--- src/rtl/mips_pkg.sv ---
// Shared definitions for the MIPS pipeline front end.
// Holds widths, the NOP word and the next-PC select encoding.
package mips_pkg;

    localparam int WORD_W = 32;
    localparam int JIDX_W = 26;

    localparam logic [WORD_W-1:0] NOP_WORD = 32'h0000_0000;

    typedef enum logic [1:0] {
        PC_SRC_SEQ = 2'd0,
        PC_SRC_BR  = 2'd1,
        PC_SRC_JMP = 2'd2,
        PC_SRC_RSV = 2'd3
    } pc_src_e;

endpackage

--- src/rtl/if_id_reg.sv ---
// IF/ID pipeline register with stall hold and flush-to-bubble.
// Async active-high reset loads a NOP bubble.
module if_id_reg
    import mips_pkg::*;
#(
    parameter logic [WORD_W-1:0] NOP_INSTR = NOP_WORD
) (
    input  logic              clk,
    input  logic              rst,
    input  logic              i_stall,
    input  logic              i_flush,
    input  logic [WORD_W-1:0] i_instr,
    input  logic [WORD_W-1:0] i_pc_plus1,
    output logic [WORD_W-1:0] o_instr,
    output logic [WORD_W-1:0] o_pc_plus1,
    output logic              o_valid
);

    logic [WORD_W-1:0] r_instr;
    logic [WORD_W-1:0] r_pc_plus1;
    logic              r_valid;

    // Capture fetched word, insert bubble on flush, hold on stall.
    always_ff @(posedge clk or posedge rst) begin
        if (rst) begin
            r_instr    <= NOP_INSTR;
            r_pc_plus1 <= '0;
            r_valid    <= 1'b0;
        end else if (i_stall) begin
            r_instr    <= r_instr;
            r_pc_plus1 <= r_pc_plus1;
            r_valid    <= r_valid;
        end else if (i_flush) begin
            r_instr    <= NOP_INSTR;
            r_pc_plus1 <= i_pc_plus1;
            r_valid    <= 1'b0;
        end else begin
            r_instr    <= i_instr;
            r_pc_plus1 <= i_pc_plus1;
            r_valid    <= 1'b1;
        end
    end

    assign o_instr    = r_instr;
    assign o_pc_plus1 = r_pc_plus1;
    assign o_valid    = r_valid;

endmodule

--- src/rtl/if_stage.sv ---
// Instruction-fetch stage: PC register, next-PC mux, IF/ID register.
// Optional macro IF_PERF_CNT_EN adds fetch/stall/flush counters.
module if_stage
    import mips_pkg::*;
#(
    parameter logic [WORD_W-1:0] RESET_PC  = 32'd0,
    parameter logic [WORD_W-1:0] NOP_INSTR = NOP_WORD,
    parameter logic [WORD_W-1:0] PC_STEP   = 32'd1
) (
    input  logic              clk,
    input  logic              rst,
    input  logic              i_stall,
    input  logic [1:0]        i_pc_src,
    input  logic [WORD_W-1:0] i_branch_target,
    input  logic [JIDX_W-1:0] i_jump_index,
    input  logic              i_flush,
    output logic [WORD_W-1:0] o_imem_addr,
    input  logic [WORD_W-1:0] i_imem_instr,
    output logic [WORD_W-1:0] o_ifid_instr,
    output logic [WORD_W-1:0] o_ifid_pc_plus1,
`ifdef IF_PERF_CNT_EN
    output logic [WORD_W-1:0] o_fetch_cnt,
    output logic [WORD_W-1:0] o_stall_cnt,
    output logic [WORD_W-1:0] o_flush_cnt,
`endif
    output logic              o_ifid_valid
);

    logic [WORD_W-1:0] r_pc;
    logic [WORD_W-1:0] w_pc_plus1;
    logic [WORD_W-1:0] w_jump_target;
    logic [WORD_W-1:0] w_next_pc;

    assign w_pc_plus1    = r_pc + PC_STEP;
    assign w_jump_target = {o_ifid_pc_plus1[WORD_W-1:JIDX_W], i_jump_index};
    assign o_imem_addr   = r_pc;

    // Next-PC select; the reserved encoding falls back to sequential.
    always_comb begin
        w_next_pc = w_pc_plus1;
        case (pc_src_e'(i_pc_src))
            PC_SRC_BR:  w_next_pc = i_branch_target;
            PC_SRC_JMP: w_next_pc = w_jump_target;
            default:    w_next_pc = w_pc_plus1;
        endcase
    end

    // PC register advances on every unstalled edge.
    always_ff @(posedge clk or posedge rst) begin
        if (rst) begin
            r_pc <= RESET_PC;
        end else if (!i_stall) begin
            r_pc <= w_next_pc;
        end
    end

    if_id_reg #(
        .NOP_INSTR(NOP_INSTR)
    ) u_if_id_reg (
        .clk       (clk),
        .rst       (rst),
        .i_stall   (i_stall),
        .i_flush   (i_flush),
        .i_instr   (i_imem_instr),
        .i_pc_plus1(w_pc_plus1),
        .o_instr   (o_ifid_instr),
        .o_pc_plus1(o_ifid_pc_plus1),
        .o_valid   (o_ifid_valid)
    );

`ifdef IF_PERF_CNT_EN
    logic [WORD_W-1:0] r_fetch_cnt;
    logic [WORD_W-1:0] r_stall_cnt;
    logic [WORD_W-1:0] r_flush_cnt;

    // Event counters; each wraps modulo 2^32.
    always_ff @(posedge clk or posedge rst) begin
        if (rst) begin
            r_fetch_cnt <= '0;
            r_stall_cnt <= '0;
            r_flush_cnt <= '0;
        end else if (i_stall) begin
            r_stall_cnt <= r_stall_cnt + 32'd1;
        end else if (i_flush) begin
            r_flush_cnt <= r_flush_cnt + 32'd1;
        end else begin
            r_fetch_cnt <= r_fetch_cnt + 32'd1;
        end
    end

    assign o_fetch_cnt = r_fetch_cnt;
    assign o_stall_cnt = r_stall_cnt;
    assign o_flush_cnt = r_flush_cnt;
`endif

endmodule

--- config.mk ---
export PLATFORM = sky130hd
export DESIGN_NAME = if_stage
export DESIGN_NICKNAME = d
export VERILOG_FILES = /design/src/rtl/mips_pkg.sv /design/src/rtl/if_id_reg.sv /design/src/rtl/if_stage.sv
export SDC_FILE = /design/constraint.sdc
export NUM_CORES = 1
export LEC_CHECK = 0
export CORE_ASPECT_RATIO = 2
export CORE_MARGIN = 2
export CORE_UTILIZATION = 49
export DETAILED_ROUTE_END_ITERATION = 8
export PLACE_DENSITY_LB_ADDON = 0.12
export SETUP_SLACK_MARGIN = 0.15
export SLEW_MARGIN = 10
export SYNTH_ARGS = -nofsm -noshare
export SYNTH_HDL_FRONTEND = slang
export SYNTH_HIERARCHICAL = 1
export SYNTH_SLANG_ARGS = --single-unit
--- constraint.sdc ---
create_clock -name clk -period 6.2 [get_ports clk]
set_clock_uncertainty 0.1 [all_clocks]
set_input_delay 1.24 -clock clk [delete_from_list [all_inputs] [get_ports clk]]
set_output_delay 1.24 -clock clk [all_outputs]
set_load 0.005 [all_outputs]
# Word-level counts from Yosys, hierarchy flattened

Index checks and enable logic that the tools add are counted.
Widths: inputs -> output; s select.

Register bits after elaboration: 97
Output and inout bits: 97
Logic and storage cells: 10

$add $sub $neg: 1
Equality and inequality tests: 2
Mux-type cells: 3

Operator list:

| kind                  | number |
|---|---|
| $pmux 32 s2           | 1 |
| $add 32x1->32 const B | 1 |
| $mux 32               | 1 |
| $eq 2x1->1 const B    | 1 |
| $eq 2x2->1 const B    | 1 |
| $mux 1                | 1 |

# Longest topological paths before layout

Gate-level depths: netlist of the first run.

Word-level depth: 2
Gate-level depth with buffers: 8
Mapped depth without buffers: 6

# Cells and area by module

Netlist of the first run, hierarchy kept.

Modules (own cells, without submodules):

| module    | instances | cells each | area each (sq um) | seq. area each (sq um) |
|---|---|---|---|---|
| if_stage  | 1         | 354        | 2847.7            | 800.8 |
| if_id_reg | 1         | 144        | 2384.8            | 1626.6 |

# Least setup slack after synthesis of the first run

No wires, ideal clock.

Kind: input-to-reg
Start point: input i_pc_src[0]
End point: register r_pc[14], in the netlist o_imem_addr[14]
Library setup time: 0.121 ns
Data arrival time: 2.641 ns
Path slack: 3.338 ns
Cell stages on the path: 7
Buffers on the path: 3
Cells stage by stage: inv_1 ha_1 clkbuf_1 clkbuf_1 buf_1 a21oi_1 o22a_1

Longest elaborated chain between the ends: 2
Elaborated cells between the ends (all ways): 3

Ends and longest elaborated chain:

| element                                  | RTL line       | RTL |
|---|---|---|
| start, declared                          | if_stage.sv:13 | `input logic [1:0] i_pc_src,` |
| $eq 2x2->1 or $eq 2x1->1 (tied branches) | if_stage.sv:41 | `case (pc_src_e'(i_pc_src))` |
| $pmux 32 s2 *                            | if_stage.sv:41 |  |
| end signal, assigned                     | if_stage.sv:53 | `r_pc <= w_next_pc;` |
| end, declared                            | if_stage.sv:29 | `logic [WORD_W-1:0] r_pc;` |

Mark *: on every way between the ends. The rest lies on a longest branch, timed or not.
A chain may end at the register's enable or synchronous reset.

# Worst setup path after layout of the first run

Start point: input i_pc_src[0]
End point: register r_pc[5], in the netlist o_imem_addr[5]

Same word-level chain as after synthesis.

==> flow_metrics.env, run 1 <==
export IMPL_outcome="complete, no violations"
export IMPL_cts_repair_timing_setup_buffer_count=0
export IMPL_post_synth_instance_area_mm2=0.00523
export IMPL_drive_gt1_frac=0.105
export IMPL_ctsHoldBuffers=0
export IMPL_port_buffers=192
export IMPL_postLayoutCellArea_mm2=0.00746
export IMPL_clk_root_buffer_cell="sky130_fd_sc_hd__clkbuf_16"
export IMPL_synth_seq_area_share=0.464
export IMPL_drt_pass1_iterations=4
export IMPL_setup_tns_final_ns=0
export IMPL_slew_headroom=0.199
export IMPL_drv_slew=0
export IMPL_power_switching_share=0.297
export IMPL_setup_viol_count_final=0
export IMPL_worst_path_largest_cell_delay_ns=0.69
export IMPL_cts_resized=0
export IMPL_worst_hold_path_endpoint="u_if_id_reg/o_valid$_DFFE_PP0N_"
export IMPL_via_count=4801
export IMPL_pwr_share_clk=0.285
export IMPL_cts_sink_count=97
export IMPL_placed_area_mm2=0.00715
export IMPL_grt_overflow_total=0
export IMPL_critical_path_class="in2reg"
export IMPL_synthesis_yosys_warnings=6
export IMPL_ff2ff_path_depth=6
export IMPL_final_nets=759
export IMPL_fin_crit_sh=0.609
export IMPL_place_gp_congestion=0.881
export IMPL_fmax_ghz=0.265
export IMPL_drcViolationCount=0
export IMPL_reg2reg_setup_slack_ns=3.47
export IMPL_post_drt_wl_per_cell_um=19.3
export IMPL_mapped_nets=597
export IMPL_ys_ff_latch=97
export IMPL_met3WireLength_um=993
export IMPL_core_rowCount=53
export IMPL_critical_path_max_fanout=21
export IMPL_timing_critical_path_required_ns=6.28
export IMPL_detailroute_wirelength_met2_um=8350
export IMPL_initial_utilization=0.499
export IMPL_clkSlewWorstSetupHoldPaths_ns=0.07
export IMPL_routed_via_density=5.99
export IMPL_n_antenna_cell=0
export IMPL_ioPinCount=193
export IMPL_wirelength_met1_um=5720
export IMPL_tritoncts_clock_tree="built"
export IMPL_vdd_ir_drop_worst_uv=171
export IMPL_worst_margin_slew_ns=1.20
export IMPL_critical_path_cell_chain="clkdlybuf4s50_1 -> inv_1 -> ha_1 -> clkinv_1 -> o311ai_0 -> o21ai_0"
export IMPL_pwr_share_comb=0.289
export IMPL_worstHoldPathCells=1
export IMPL_dpl_hpwl_um=11200
export IMPL_pwr_density_cell_mw_per_mm2=273
export IMPL_grt_antenna_before_repair=0
export IMPL_setup_worst_path_start="i_pc_src[0]"
export IMPL_power_switching_w=0.000605
export IMPL_synth_edf_count=0
export IMPL_area_growth_syn_to_layout_pct=42.5
export IMPL_die_h_um=150
export IMPL_avgSynthCellArea_um2=10.5
export IMPL_endpoint_of_the_lowest_slack_register_to_register_path="u_if_id_reg/o_pc_plus1[30]$_DFFE_PP0N_"
export IMPL_dp_cells=786
export IMPL_grt_pass1_vias=5030
export IMPL_critical_path_end_type="register"
export IMPL_grt_first_pass_wirelength_um=25200
export IMPL_detail_route_antenna_nets=0
export IMPL_post_synth_inst_count=498
export IMPL_die_width_um=77.1
export IMPL_grt_max_degree=76
export IMPL_cellInternalPower_w=0.00143
export IMPL_tritoncts_num_buffers=9
export IMPL_final_cells=802
export IMPL_top_signal_layer_used="met4"
export IMPL_hp_start="u_if_id_reg/o_valid$_DFFE_PP0N_"
export IMPL_grt_usage=0.275
export IMPL_layout_min_cycle_time_ns=3.78
export IMPL_floorplan_die_area_mm2=0.0116
export IMPL_final_routed_wirelength_across_all_metal_layers_um=15500
export IMPL_drt_iter0_drc=309
export IMPL_htreeDepth=3
export IMPL_critPathLaunchType="input pin"
export IMPL_maxCapViolations=0
export IMPL_synthDistinctLibCells=60
export IMPL_worstPathArrival_ns=3.86
export IMPL_fillerInstances=850
export IMPL_clk_insertion_delay_late_ns=0.35
export IMPL_cp_slowest_cell="sky130_fd_sc_hd__ha_1"
export IMPL_postSynth_topFlopCell="sky130_fd_sc_hd__dfrtp_1"
export IMPL_worst_hold_class="reg2reg"
export IMPL_core_footprint_mm2=0.0105
export IMPL_power_sequential_fraction=0.427
export IMPL_postSynth_asyncResetShare=1.00
export IMPL_clockBufferDepth=2
export IMPL_leakagePower_nw=3.02
export IMPL_rsz0062_at_grt="false"
export IMPL_worstReg2RegStart="o_imem_addr[0]$_DFFE_PP0N_"
export IMPL_final_hold_viol_count=0
## Yosys cell counts, types with 8 or more instances
| cell | instances | area (um2) |
|---|---|---|
| sky130_fd_sc_hd__a221oi_1 | 13 | 114 |
| sky130_fd_sc_hd__nand3_1 | 14 | 70.1 |
| sky130_fd_sc_hd__a22o_1 | 33 | 289 |
| sky130_fd_sc_hd__xor2_1 | 11 | 96.3 |
| sky130_fd_sc_hd__a211oi_1 | 8 | 60.1 |
| sky130_fd_sc_hd__dfrtp_1 | 97 | 2430 |
| sky130_fd_sc_hd__a221o_1 | 13 | 130 |
| sky130_fd_sc_hd__mux2_2 | 25 | 282 |
| sky130_fd_sc_hd__buf_2 | 8 | 40.0 |
| sky130_fd_sc_hd__a311oi_1 | 13 | 114 |
| sky130_fd_sc_hd__a31oi_1 | 10 | 62.6 |
| sky130_fd_sc_hd__nand2_1 | 23 | 86.3 |
| sky130_fd_sc_hd__nand4_1 | 12 | 75.1 |
| sky130_fd_sc_hd__o21ai_0 | 21 | 105 |
| sky130_fd_sc_hd__clkbuf_1 | 29 | 109 |
| sky130_fd_sc_hd__nor3_1 | 9 | 45.0 |
| sky130_fd_sc_hd__nor2_1 | 16 | 60.1 |
| sky130_fd_sc_hd__a21oi_1 | 11 | 55.1 |
| sky130_fd_sc_hd__xnor2_1 | 17 | 149 |
| sky130_fd_sc_hd__inv_1 | 20 | 75.1 |
## area by class of cell
class / instances / area, um2 / area share
Clock inverter: 7 / 87.6 / 0.0117
Sequential cell: 97 / 2430 / 0.325
Multi-Input combinational cell: 332 / 2500 / 0.335
Tap cell: 137 / 171 / 0.0230
Clock buffer: 9 / 225 / 0.0302
Inverter: 21 / 78.8 / 0.0106
Timing Repair Buffer: 199 / 1970 / 0.264
## critical path, delay by kind of cell
kind | cells | cell delay, ns
buf+inv | 3 | 1.20
compound gates | 2 | 0.72
fa+ha+maj | 1 | 0.69
## layer usage
metal | global-route usage | vias up
li1 | - | 2217
met1 | 0.308 | 2320
met2 | 0.501 | 236
met3 | 0.0570 | 28
met4 | 0.121 | 0
met5 | 0 | -
## state kept, by name, indices dropped and copies added (netlist names)
register	count
o_imem_addr	32
u_if_id_reg/o_valid	1
u_if_id_reg/o_instr	32
u_if_id_reg/o_pc_plus1	32
## kinds of logic after synthesis
family,count (synthesis),share of synthesized area
compound gates,153,0.223
simple gates,115,0.124
flops,97,0.464
buf+inv,69,0.0591
mux,33,0.0758
xor+xnor,28,0.0469
fa+ha+maj,3,0.00717
## power by group through the flow
stage	Combinational, W	Sequential, W	Clock, W
floorplan	0.000278	0.000837	0
global route	0.000636	0.000886	0.000616
global placement	0.000577	0.000871	0
detailed placement	0.000591	0.000879	0
finish	0.000588	0.000869	0.000580
CTS	0.000595	0.000868	0.000588
## how the worst max path moves through the flow
stage / end / slack [ns]
floorplan: u_if_id_reg/o_instr[0]$_DFFE_PP0N_ / 3.23
global placement: o_imem_addr[20]$_DFFE_PP0N_ / 2.16
detailed placement: o_imem_addr[20]$_DFFE_PP0N_ / 2.05
CTS: o_imem_addr[20]$_DFFE_PP0N_ / 2.41
global route: o_imem_addr[5]$_DFFE_PP0N_ / 2.20
finish: o_imem_addr[5]$_DFFE_PP0N_ / 2.42
## cell usage in the layout, fill, tap and decap left out, types with 5 or more instances in the layout
| cell | instances |
|---|---|
| sky130_fd_sc_hd__a21oi_1 | 11 |
| sky130_fd_sc_hd__and3_1 | 5 |
| sky130_fd_sc_hd__nor3_1 | 9 |
| sky130_fd_sc_hd__mux2_4 | 7 |
| sky130_fd_sc_hd__a22oi_1 | 5 |
| sky130_fd_sc_hd__o22ai_1 | 6 |
| sky130_fd_sc_hd__nand3_1 | 14 |
| sky130_fd_sc_hd__a31oi_1 | 10 |
| sky130_fd_sc_hd__a311oi_1 | 13 |
| sky130_fd_sc_hd__buf_4 | 8 |
| sky130_fd_sc_hd__a221o_1 | 13 |
| sky130_fd_sc_hd__a211oi_1 | 8 |
| sky130_fd_sc_hd__clkbuf_16 | 9 |
| sky130_fd_sc_hd__nand2_1 | 23 |
| sky130_fd_sc_hd__nor2_1 | 16 |
| sky130_fd_sc_hd__nor4_1 | 7 |
| sky130_fd_sc_hd__a221oi_1 | 13 |
| sky130_fd_sc_hd__o21a_1 | 6 |
| sky130_fd_sc_hd__o21ai_0 | 21 |
| sky130_fd_sc_hd__a22o_1 | 33 |
| sky130_fd_sc_hd__inv_1 | 19 |
| sky130_fd_sc_hd__clkdlybuf4s50_1 | 191 |
| sky130_fd_sc_hd__xnor2_1 | 17 |
| sky130_fd_sc_hd__mux2_2 | 25 |
| sky130_fd_sc_hd__xor2_1 | 11 |
| sky130_fd_sc_hd__dfrtp_1 | 97 |
| sky130_fd_sc_hd__nand4_1 | 12 |
## metrics by stage
step	power, W	hold slack [ns]	util	worst slack (ns)
4_1_cts	0.00205	0.401	0.712	2.41
5_1_grt	0.00214	0.420	0.712	2.20
2_1_floorplan	0.00112	0.377	-	3.23
6_report	0.00204	0.397	0.712	2.42
3_3_place_gp	0.00145	0.364	0.682	2.16
3_5_place_dp	0.00147	0.386	0.682	2.05
No activity file was read; power rests on OpenSTA's default activity.
==> inputs of run 2 (changes only) <==
CORE_UTILIZATION = 45   (was 49)
clock period = 3.52 ns   (was 6.2 ns; I/O delays follow)
==> flow_metrics.env, run 2 (same netlist as run 1, synthesis figures left out) <==
export IMPL_cts_resized=0
export IMPL_layout_common_cells="sky130_fd_sc_hd__clkdlybuf4s50_1 (191), sky130_fd_sc_hd__dfrtp_1 (97), sky130_fd_sc_hd__a22o_1 (33)"
export IMPL_place_ws_ns=0.159
export IMPL_reg2reg_setup_slack_ns=0.81
export IMPL_pwr_density_cell_mw_per_mm2=475
export IMPL_fmax_ghz=0.331
export IMPL_drt_pass1_iterations=5
export IMPL_via_count=4889
export IMPL_hp_start="u_if_id_reg/o_valid$_DFFE_PP0N_"
export IMPL_floorplan_die_area_mm2=0.0126
export IMPL_worstReg2RegStart="o_imem_addr[0]$_DFFE_PP0N_"
export IMPL_drive_gt1_frac=0.111
export IMPL_grt_antenna_before_repair=0
export IMPL_grt_max_degree=54
export IMPL_clkSlewWorstSetupHoldPaths_ns=0.07
export IMPL_drv_slew=0
export IMPL_tritoncts_clock_tree="built"
export IMPL_setup_tns_final_ns=0
export IMPL_ioPinCount=193
export IMPL_clk_insertion_delay_late_ns=0.35
export IMPL_core_occupancy_in_the_finished_layout=0.662
export IMPL_critical_path_end_type="register"
export IMPL_htreeDepth=3
export IMPL_grt_first_pass_wirelength_um=24600
export IMPL_tritoncts_num_buffers=9
export IMPL_cts_sink_count=97
export IMPL_grt_usage=0.251
export IMPL_postLayoutSetupSlackWorst_ns=0.501
export IMPL_maxCapViolations=0
export IMPL_setup_viol_count_final=0
export IMPL_post_drt_wl_per_cell_um=19.3
export IMPL_grt_overflow_total=0
export IMPL_dpl_hpwl_um=11300
export IMPL_initial_utilization=0.461
export IMPL_final_nets=763
export IMPL_core_footprint_mm2=0.0114
export IMPL_worstHoldPathCells=1
export IMPL_detail_route_antenna_nets=0
export IMPL_layout_min_cycle_time_ns=3.02
export IMPL_fin_crit_sh=0.858
export IMPL_endpoint_of_the_lowest_slack_register_to_register_path="u_if_id_reg/o_pc_plus1[30]$_DFFE_PP0N_"
export IMPL_clk_root_buffer_cell="sky130_fd_sc_hd__clkbuf_16"
export IMPL_core_rowCount=55
export IMPL_slew_headroom=0.364
export IMPL_hold_worst_slack_ns=0.392
export IMPL_leakagePower_nw=3.05
export IMPL_outcome="complete, no violations"
export IMPL_worst_margin_slew_ns=0.953
export IMPL_drcViolationCount=0
export IMPL_rsz0062_at_grt="false"
export IMPL_worstPathArrival_ns=3.11
export IMPL_vdd_ir_drop_worst_uv=292
export IMPL_critical_path_max_fanout=17
export IMPL_ctsHoldBuffers=0
export IMPL_n_antenna_cell=0
export IMPL_most_common_library_cell_in_the_layout_ignoring_fill_and_taps="sky130_fd_sc_hd__clkdlybuf4s50_1"
export IMPL_critical_path_class="in2reg"
export IMPL_cts_repair_timing_setup_buffer_count=0
export IMPL_final_routed_wirelength_across_all_metal_layers_um=15600
export IMPL_grt_pass1_vias=4877
export IMPL_worst_hold_path_endpoint="u_if_id_reg/o_valid$_DFFE_PP0N_"
export IMPL_port_buffers=192
export IMPL_timing_critical_path_required_ns=3.61
export IMPL_clockBufferDepth=2
export IMPL_place_gp_congestion=0.863
export IMPL_routed_via_density=6.03
export IMPL_die_width_um=80.3
export IMPL_critPathLaunchType="input pin"
export IMPL_die_h_um=156
export IMPL_ff2ff_path_depth=6
export IMPL_worst_hold_class="reg2reg"
export IMPL_drt_iter0_drc=281
export IMPL_area_growth_syn_to_layout_pct=43.6
export IMPL_final_hold_viol_count=0
==> run 2: per-stage QoR <==
step           instances  total power [W]  area (um2)
3_5_place_dp         795          0.00260        7210
5_1_grt              811          0.00377        7520
3_3_place_gp         795          0.00257        7210
2_1_floorplan        498          0.00196        5230
6_report             811          0.00357        7520
4_1_cts              811          0.00360        7510
==> run 2: worst max-delay path by stage <==
stage          slack [ns]                                endpoint                        from  cells past startpoint
2_1_floorplan        1.03  u_if_id_reg/o_pc_plus1[30]$_DFFE_PP0N_  o_imem_addr[0]$_DFFE_PP0N_                      7
3_3_place_gp         0.23              o_imem_addr[5]$_DFFE_PP0N_                 i_pc_src[0]                      6
3_5_place_dp         0.16              o_imem_addr[5]$_DFFE_PP0N_                 i_pc_src[0]                      6
4_1_cts              0.50              o_imem_addr[5]$_DFFE_PP0N_                 i_pc_src[0]                      6
5_1_grt              0.32              o_imem_addr[5]$_DFFE_PP0N_                 i_pc_src[0]                      6
6_report             0.50              o_imem_addr[5]$_DFFE_PP0N_                 i_pc_src[0]                      6
==> run 2: metal layers <==
layer,up-vias,global-route usage,share of wire
met4,0,0.0985,0.025
met3,31,0.0582,0.069
met1,2397,0.290,0.38
met2,238,0.442,0.52
met5,-,0,0
li1,2223,-,-
==> run 2: cell type report <==
cell class	instances	area, um2
Clock buffer	10	239
Clock inverter	6	65.1
Fill cell	949	3840
Inverter	21	78.8
Multi-Input combinational cell	332	2500
Sequential cell	97	2430
Tap cell	142	178
Timing Repair Buffer	203	2030
==> run 2: report_power, final <==
part           internal (W)  leakage (nW)  switching (W)
Combinational      0.000661          1.68       0.000382
Sequential          0.00130          1.22       0.000229
Clock              0.000571         0.149       0.000424
Total               0.00253          3.05        0.00103
==> run 2: critical path, stage by stage <==
cell and delay [ns]:
sky130_fd_sc_hd__clkdlybuf4s50_1 0.49, sky130_fd_sc_hd__inv_1 0.05, sky130_fd_sc_hd__ha_1 0.62, sky130_fd_sc_hd__clkinv_1 0.62, sky130_fd_sc_hd__o311ai_0 0.48, sky130_fd_sc_hd__o21ai_0 0.14
